<file path="src/rtl/bus_arbiter_pkg.sv">
// Shared types for the DBUS arbiter: arbitration states, bus owner codes
// and the state-to-owner mapping used to drive the OWNER output.
// Latency: n/a (types only). Backpressure: n/a.
package bus_arbiter_pkg;

    typedef enum logic [2:0] {
        IDLE   = 3'd0,
        CPU    = 3'd1,
        DMA    = 3'd2,
        EXT_HO = 3'd3,   // one-cycle bus turnaround before the external master
        EXT    = 3'd4
    } ArbState_t;

    typedef enum logic [1:0] {
        OWNER_NONE = 2'd0,
        OWNER_CPU  = 2'd1,
        OWNER_DMA  = 2'd2,
        OWNER_EXT  = 2'd3
    } ArbOwner_t;

    // The turnaround state reports no owner: nobody drives the bus there.
    function automatic ArbOwner_t owner_of(input ArbState_t st);
        ArbOwner_t own;
        own = OWNER_NONE;
        case (st)
            CPU:     own = OWNER_CPU;
            DMA:     own = OWNER_DMA;
            EXT:     own = OWNER_EXT;
            default: own = OWNER_NONE;
        endcase
        return own;
    endfunction

endpackage

</file>
<file path="src/rtl/bus_arbiter.sv">
// Purpose: grants the shared DBUS to CPU, DMAC or an external master with lock and DMA hold limits.
// Latency: grant registered, visible on the first CE_R edge after the request is sampled.
// Backpressure: requesters not granted are stalled; CPU_STALL = CPU_REQ & ~CPU_GNT.
//
// Ports: CLK/RST (sync, active-high, independent of CE_R), CE_R qualifies all
// state updates; CPU_REQ/CPU_LOCK, DMA_REQ/DMA_LOCK/DMA_BURST, EXT_BREQ and
// BSC_ACK (access completion) in; one-hot CPU_GNT/DMA_GNT/EXT_BACK, CPU_STALL
// and OWNER (0 none, 1 CPU, 2 DMA, 3 EXT) out.
// Optional macro BUS_ARB_EXT_MASTER_EN enables the external master path; when
// undefined EXT_BREQ is ignored, EXT_BACK is 0 and OWNER never reads 3.
module bus_arbiter
    import bus_arbiter_pkg::*;
#(
    parameter int MAX_BURST = 16,
    parameter int CNT_W     = 8
) (
    input  logic       CLK,
    input  logic       RST,
    input  logic       CE_R,
    input  logic       CPU_REQ,
    input  logic       CPU_LOCK,
    input  logic       DMA_REQ,
    input  logic       DMA_LOCK,
    input  logic       DMA_BURST,
    input  logic       EXT_BREQ,
    input  logic       BSC_ACK,
    output logic       CPU_GNT,
    output logic       DMA_GNT,
    output logic       EXT_BACK,
    output logic       CPU_STALL,
    output logic [1:0] OWNER
);

    localparam logic [CNT_W-1:0] CNT_MAX  = CNT_W'(MAX_BURST);
    localparam logic [CNT_W-1:0] CNT_LAST = CNT_W'(MAX_BURST - 1);

    ArbState_t        state, state_nxt;
    logic [CNT_W-1:0] burst_cnt, burst_cnt_nxt;
    logic             yield, yield_nxt;

    logic ext_req;
    logic arb_point;
    logic dma_ack;
    logic yield_set;
    logic yield_eff;

`ifdef BUS_ARB_EXT_MASTER_EN
    assign ext_req = EXT_BREQ;
`else
    logic ext_breq_unused;
    assign ext_breq_unused = EXT_BREQ;
    assign ext_req         = 1'b0;
`endif

    // An owner only gives up the bus on an unlocked completion; a lock that
    // drops in the same cycle as BSC_ACK counts as unlocked.
    always_comb begin
        arb_point = 1'b0;
        case (state)
            IDLE:    arb_point = 1'b1;
            CPU:     arb_point = BSC_ACK && !CPU_LOCK;
            DMA:     arb_point = BSC_ACK && !DMA_LOCK;
            default: arb_point = 1'b0;
        endcase
    end

    // The yield earned by the completing DMA access must already count in the
    // arbitration of that same cycle, otherwise cycle-steal would re-grant DMA.
    assign dma_ack   = (state == DMA) && BSC_ACK;
    assign yield_set = dma_ack && (!DMA_BURST || (burst_cnt >= CNT_LAST));
    assign yield_eff = yield || yield_set;

    always_comb begin
        state_nxt = state;
        if (arb_point) begin
            if (ext_req)
                state_nxt = EXT_HO;
            else if (yield_eff && CPU_REQ)
                state_nxt = CPU;
            else if (DMA_REQ)
                state_nxt = DMA;
            else if (CPU_REQ)
                state_nxt = CPU;
            else
                state_nxt = IDLE;
        end
`ifdef BUS_ARB_EXT_MASTER_EN
        else if (state == EXT_HO)
            state_nxt = EXT;
        else if ((state == EXT) && !ext_req)
            state_nxt = IDLE;  // turnaround cycle before normal arbitration
`endif
    end

    always_comb begin
        burst_cnt_nxt = burst_cnt;
        if (state_nxt != DMA)
            burst_cnt_nxt = '0;
        else if (dma_ack)
            burst_cnt_nxt = (burst_cnt >= CNT_MAX) ? CNT_MAX : burst_cnt + 1'b1;
    end

    // Clearing wins over setting: a CPU grant or an idle CPU consumes the debt.
    always_comb begin
        yield_nxt = yield;
        if (yield_set)
            yield_nxt = 1'b1;
        if ((state_nxt == CPU) || (arb_point && !CPU_REQ))
            yield_nxt = 1'b0;
    end

    always_ff @(posedge CLK) begin
        if (RST) begin
            state     <= IDLE;
            burst_cnt <= '0;
            yield     <= 1'b0;
        end else if (CE_R) begin
            state     <= state_nxt;
            burst_cnt <= burst_cnt_nxt;
            yield     <= yield_nxt;
        end
    end

    assign CPU_GNT   = (state == CPU);
    assign DMA_GNT   = (state == DMA);
`ifdef BUS_ARB_EXT_MASTER_EN
    assign EXT_BACK  = (state == EXT);
`else
    assign EXT_BACK  = 1'b0;
`endif
    assign CPU_STALL = CPU_REQ && !CPU_GNT;
    assign OWNER     = owner_of(state);

endmodule

</file>
<file path="config.mk">
export PLATFORM = sky130hd
export DESIGN_NAME = bus_arbiter
export DESIGN_NICKNAME = d
export VERILOG_FILES = /design/src/rtl/bus_arbiter_pkg.sv /design/src/rtl/bus_arbiter.sv
export SDC_FILE = /design/constraint.sdc
export NUM_CORES = 1
export LEC_CHECK = 0
export ABC_AREA = 1
export CAP_MARGIN = 0
export CORE_MARGIN = 2
export CORE_UTILIZATION = 52
export CTS_CLUSTER_DIAMETER = 100
export CTS_CLUSTER_SIZE = 16
export DETAILED_ROUTE_END_ITERATION = 10
export PLACE_DENSITY = 0.84
export SETUP_SLACK_MARGIN = 0.02
export SKIP_CTS_REPAIR_TIMING = 1
export SYNTH_ARGS = -nofsm -noshare
export SYNTH_HDL_FRONTEND = slang
export SYNTH_SLANG_ARGS = --single-unit
export TNS_END_PERCENT = 100
</file>
<file path="constraint.sdc">
create_clock -name CLK -period 2.36 [get_ports CLK]
set_input_delay 0.354 -clock CLK [delete_from_list [all_inputs] [get_ports CLK]]
set_output_delay 0.354 -clock CLK [all_outputs]
set_load 0.1 [all_outputs]
</file>
==> metrics.txt, run 1 <==
GP Congestion=0.768; WHS Path Cells=2; post-synthesis register bit count=12; Ys Warns=0; clock-pin slew on the worst setup and hold paths=0.08 ns; share of post-route cells with drive strength above 1=23.6%; Comb pwr share=34.7%; part of the power in registers=37.7%; routed vias/inst=5.14; switch share=37.7%; syn nets=125; IO Port Bufs=13; EDFF count, synth=0; Crit Path Class=flop to flop; VDD IR max=0.000443 V; Setup TNS=0 ns; DRT iter0 DRCs=8; pre-CTS setup slack=0.303 ns; leading cell types by total area after synthesis=dfxtp_1 (31%), nand2_1 (10%), nor2_1 (8.8%); status=finished clean; Final period util=78.7%; clock share of power=27.6%; Final nets=140; GRT Util Overall=17.2%; largest net degree at the start of global routing=12; die height=42.4 um; WL final=1.49 mm; Final Hold Viols=0; CTS Root Cell=clkbuf_4; Routed Antenna Nets=0; Final Max Tran Viols=0; post-DP HPWL=1.18 mm; R2R Setup Slk=0.50 ns; # setup viols final=0; syn avg cell area=6.80 um2; worst setup margin=0.503 ns; I/O pins=16; Core ar.=1330 um2; CP endpoint kind=flop; register area share after synthesis=31.3%; Pwr per Cell Area=646 nW/um2; Final min period=1.86 ns; synthesized area=768 um2; Reg2Reg Launch Point=burst_cnt[0]; vias in the first global route=600; TritonCTS clock tree=done; crit path DAT=2.03 ns; via count=730; first-pass GRT wire length=2.38 mm; Setup crit start kind=flop; CTS H-tree lvls=1; Clock Path Buffers=2; RR Endpoint=burst_cnt[1]; Internal Power=374 uW; RSZ-0062 raised after global routing=false; clk_lat worst skew=0.28 ns; cell leakage power=0.000452 uW; Unique masters post-synth=27; Net Sw Power=226 uW; Hold WC Path Type=flop to flop; detailed-route DRC error count=0; clk sinks=12; GR Overflow Total=0; site row count=13; R2R cell count=13; Hold Startpoint=burst_cnt[7]; Layout area overhead=21.0%; max_cap viols=0; diode count=0; Fillers=123; Post-synth top cells=nand2_1 (21), nor2_1 (18), inv_1 (14), dfxtp_1 (12), nand2_2 (10); clock skew=0.00401 ns; die width=42.4 um; cell count after synthesis=113; post-synth top area share=31.3%; Synth area leader=dfxtp_1; first-pass detailed-route iteration total=4; Synth Flop Type=dfxtp_1; Max Fclk=0.538 GHz; CP max FO=11; WP data required=2.53 ns; fraction of registers with async set/reset=0%; Worst Hold End=burst_cnt[7]; initial antenna violation count=0; die area=1800 um2; routed len/inst=10.5 um; Starting Density=57.6%; top-count cell post-synth=nand2_1; CTS Buf Count=3
## layout make-up
class | count | area [um2] | share of cell area (%)
multi-input combinational | 80 | 434 | 46.7
timing repair buffer | 13 | 130 | 14.0
tap | 15 | 18.8 | 2.02
inverter | 18 | 70.1 | 7.54
clock buffer | 4 | 36.3 | 3.90
sequential | 12 | 240 | 25.8
## worst max path at each step
| stage | cells past startpoint | slack (ns) | endpoint | from |
|---|---|---|---|---|
| after floorplan | 14 | 0.75 | burst_cnt[0] | burst_cnt[0] |
| after global placement | 12 | 0.34 | burst_cnt[2] | BSC_ACK |
| final | 13 | 0.50 | burst_cnt[1] | burst_cnt[0] |
| after CTS | 13 | 0.49 | burst_cnt[1] | burst_cnt[0] |
| after global routing | 13 | 0.34 | burst_cnt[1] | burst_cnt[0] |
| after detailed placement | 12 | 0.30 | burst_cnt[1] | BSC_ACK |
## critical path, stage by stage, from the launching register on
cell and delay, ns:
dfxtp_1 0.34, ha_1 0.24, nand3_1 0.11, nand4_1 0.10
nand2_1 0.09, nand2_2 0.06, nand2_2 0.07, nand3_2 0.10
nand2_2 0.12, nand4_4 0.11, nand2_2 0.21, nand2_2 0.07
nand2_1 0.08, nor2_2 0.04
## stage by stage
| stage | hold WS, ns | area [um2] | utilization [%] | total power (uW) | std cells |
|---|---|---|---|---|---|
| 2_1_floorplan | 0.426 | 768 | - | 394 | 113 |
| 3_3_place_gp | 0.445 | 893 | 67.0 | 433 | 138 |
| 3_5_place_dp | 0.446 | 893 | 67.0 | 439 | 138 |
| 4_1_cts | 0.459 | 930 | 69.7 | 604 | 142 |
| 5_1_grt | 0.485 | 930 | 69.7 | 629 | 142 |
| 6_report | 0.455 | 930 | 69.7 | 600 | 142 |
## power by group through the flow
stage          logic (uW)  clock network [uW]  registers, uW
2_1_floorplan         166                   0            228
3_3_place_gp          203                   0            230
3_5_place_dp          208                   0            231
4_1_cts               209                 169            226
5_1_grt               225                 176            228
6_report              208                 166            226
## cell families (layout without fill, tap and decap cells)
| kind of cell | Yosys count | count (layout) | share of synthesized area [%] |
|---|---|---|---|
| AOI/OAI and AO/OA | 8 | 8 | 6.19 |
| other | 1 | 1 | 0.488 |
| adders and majority gates | 2 | 2 | 3.26 |
| and+or+nand+nor | 67 | 67 | 44.3 |
| buffers and inverters | 21 | 35 | 12.2 |
| DFF | 12 | 12 | 31.3 |
| xor gates and xnor gates | 2 | 2 | 2.28 |
## state kept, by name, indices dropped and copies added, names as in the netlist
signal	cells
state	3
yield	1
burst_cnt	8
## layer usage
layer / part of all wire, % / global-route usage (%) / up-vias
met5: 0 / 0 / -
met2: 48 / 26.8 / 12
met1: 45 / 22.4 / 334
met3: 4.4 / 4.31 / 5
li1: - / - / 379
met4: 1.8 / 7.50 / 0
## placed cells by master, fill, tap and decap left out, types with 2 or more instances in the layout
cell	netlist	routed
nand2_1	21	21
nor2_1	18	18
inv_1	14	14
dfxtp_1	12	12
nand2_2	10	10
clkdlybuf4s50_1	0	8
nand3_1	6	6
nand4_1	4	4
buf_4	1	4
nand3_2	3	3
nor2_2	3	3
a21oi_1	3	3
clkbuf_4	0	3
inv_2	2	2
ha_1	2	2
Note: power is estimated with default switching activity, not from simulation.
==> inputs of run 2 (changes only) <==
Settings changed: CORE_UTILIZATION 52 to 49, PLACE_DENSITY 0.84 to 0.8.
Clock period 2.36 ns to 1.8 ns, I/O delays scaled along.
==> run 2 against run 1 <==
Net effect: cell count rose by 8.5%; clock skew barely moved; clock power barely moved; critical path depth fell by 1; first-iteration DRC count rose by 88%; non-clock buffer count rose by 12; maximum frequency rose by 7.5%; combinational power rose by 75%; clock-buffer cell count fell by 1; die area rose by 5.5%; routed wire length rose by 26%.
==> metrics.txt, run 2 (synthesized netlist as in run 1, its figures left out) <==
CP top delay family=simple AND/OR/NAND/NOR gates; RSZ-0062 raised after global routing=true; routed vias/inst=5.34; largest net degree at the start of global routing=12; clk_lat worst skew=0.28 ns; CTS Root Cell=clkbuf_4; Top reg by flops=burst_cnt; post-route cell area=1130 um2; Final nets=152; die height=43.6 um; post-DP HPWL=1.29 mm; most frequent cells in the layout=nand2_1 (21), nor2_1 (15), inv_1 (14); WP data required=1.98 ns; Core ar.=1490 um2; die area=1900 um2; Starting Density=51.6%; commonest non-fill, non-tap cell in the layout=nand2_1; crit path DAT=1.90 ns; clock skew=0.00430 ns; Fillers=108; Final period util=96.0%; CP max stage cell=dfxtp_1; WHS Path Cells=2; CP max stage delay=0.34 ns; critical path depth in cells=12; placed instance area=1000 um2; CTS H-tree lvls=1; CP endpoint kind=flop; # setup viols final=0; GRT Util Overall=20.7%; Final Max Tran Viols=0; Max Fclk=0.579 GHz; Layout area overhead=47.1%; Internal Power=504 uW; cell leakage power=0.000529 uW; detailed-route DRC error count=0; die width=43.6 um; site row count=14; Final Hold Viols=0; DRT iter0 DRCs=15; share of post-route cells with drive strength above 1=37.0%; Buf+Inv Stages, Crit Path=1; VDD IR max=0.000544 V; Crit Path Class=flop to flop; biggest regs=burst_cnt x8, state x3, yield x1; first-pass GRT wire length=2.92 mm; GR Overflow Total=0; clock-pin slew on the worst setup and hold paths=0.07 ns; Routed Antenna Nets=0; R2R cell count=12; Clock Path Buffers=2; switch share=39.1%; status=finished clean; TritonCTS clock tree=done; Setup crit start kind=flop; worst hold margin=0.465 ns; number of flip-flops in the largest register=8; GP Congestion=0.795; CP Cell Sequence=inv_2 -> nand3_4 -> a21oi_2 -> nand3_2 -> nand2_2 -> nand3_2 -> nand2_4 -> nand4_4 -> nand2_4 -> nand2_2 -> nand2_1 -> nor2_2; Comb pwr share=44.0%; WL final=1.89 mm; routed len/inst=12.2 um; Net Sw Power=323 uW; via count=823; Hold WC Path Type=flop to flop; Final min period=1.73 ns; CP max FO=11; max_cap viols=0; I/O pins=16; clk sinks=12; part of the power in registers=36.2%; IO Port Bufs=13; vias in the first global route=730; CTS Buf Count=3; first-pass detailed-route iteration total=4; Pwr per Cell Area=732 nW/um2; initial antenna violation count=0; clock share of power=19.8%; diode count=0
-- run 2: changes by cell type in the layout (fill, tap and decap cells not counted), moves of 3 or more --
cell and change:
buf_4 +7, nand2_2 -3, nor2_2 +3, buf_12 +4
nand3_1 -3, dfxtp_1 -3, nand2_4 +3, dfxtp_2 +3
nor2_1 -3
-- run 2: cell type report --
cell class / count / area (um2) / share of cell area, %
clock buffer: 3 / 22.5 / 1.99
timing repair buffer: 25 / 274 / 24.3
multi-input combinational: 80 / 499 / 44.2
inverter: 18 / 70.1 / 6.20
sequential: 12 / 244 / 21.6
tap: 16 / 20.0 / 1.77
-- run 2: routing by layer --
metal	GRT usage, %	wire, um
met5	0	0
met3	5.83	92
met4	12.1	53
met2	32.1	973
met1	25.5	766
-- run 2: power groups by stage --
stage | logic (uW) | registers, uW | clock network, uW
after global placement | 316 | 300 | 0
after floorplan | 218 | 299 | 0
after detailed placement | 326 | 300 | 0
final | 364 | 300 | 164
after CTS | 329 | 294 | 165
after global routing | 392 | 301 | 175
-- run 2: tightest hold or removal path: stages, from the launching register on --
cell,delay (ns)
dfxtp_1,0.32
nand2_1,0.07
nor2_1,0.04
-- run 2: worst paths after layout --
| check | startpoint | to | slack [ns] |
|---|---|---|---|
| max | state[0] | burst_cnt[1] | 0.07 |
| min | burst_cnt[7] | burst_cnt[7] | 0.47 |
| max reg2reg | state[0] | burst_cnt[1] | 0.07 |
| min reg2reg | burst_cnt[7] | burst_cnt[7] | 0.47 |
-- run 2: per-stage QoR --
step                utilization [%]  TNS, ns  instances  total power [uW]  setup WS [ns]
finish                         75.9        0        154               828         0.0721
global route                   75.9   -0.119        154               868        -0.0285
CTS                            69.0  -0.0403        150               788        -0.0221
detailed placement             67.5   -0.726        147               626         -0.144
global placement               67.5   -0.547        147               616         -0.113
floorplan                         -        0        113               517          0.194
==> inputs of run 3 (changes only) <==
Settings changed: CORE_UTILIZATION 49 to 52, HOLD_SLACK_MARGIN set to 0.1, PLACE_DENSITY 0.8 to 0.84.
Clock period 1.8 ns to 2.2 ns, I/O delays scaled along.
==> results of run 3 <==
The final DEF is identical to that of run 1. Status: finished clean.
Among the figures that moved: setup slack after placement 0.303 ns -> 0.167 ns; setup slack after layout 0.503 ns -> 0.343 ns; register-to-register setup slack 0.50 ns -> 0.34 ns; total power 600 uW -> 644 uW; worst IR drop on VDD 0.000443 V -> 0.000475 V
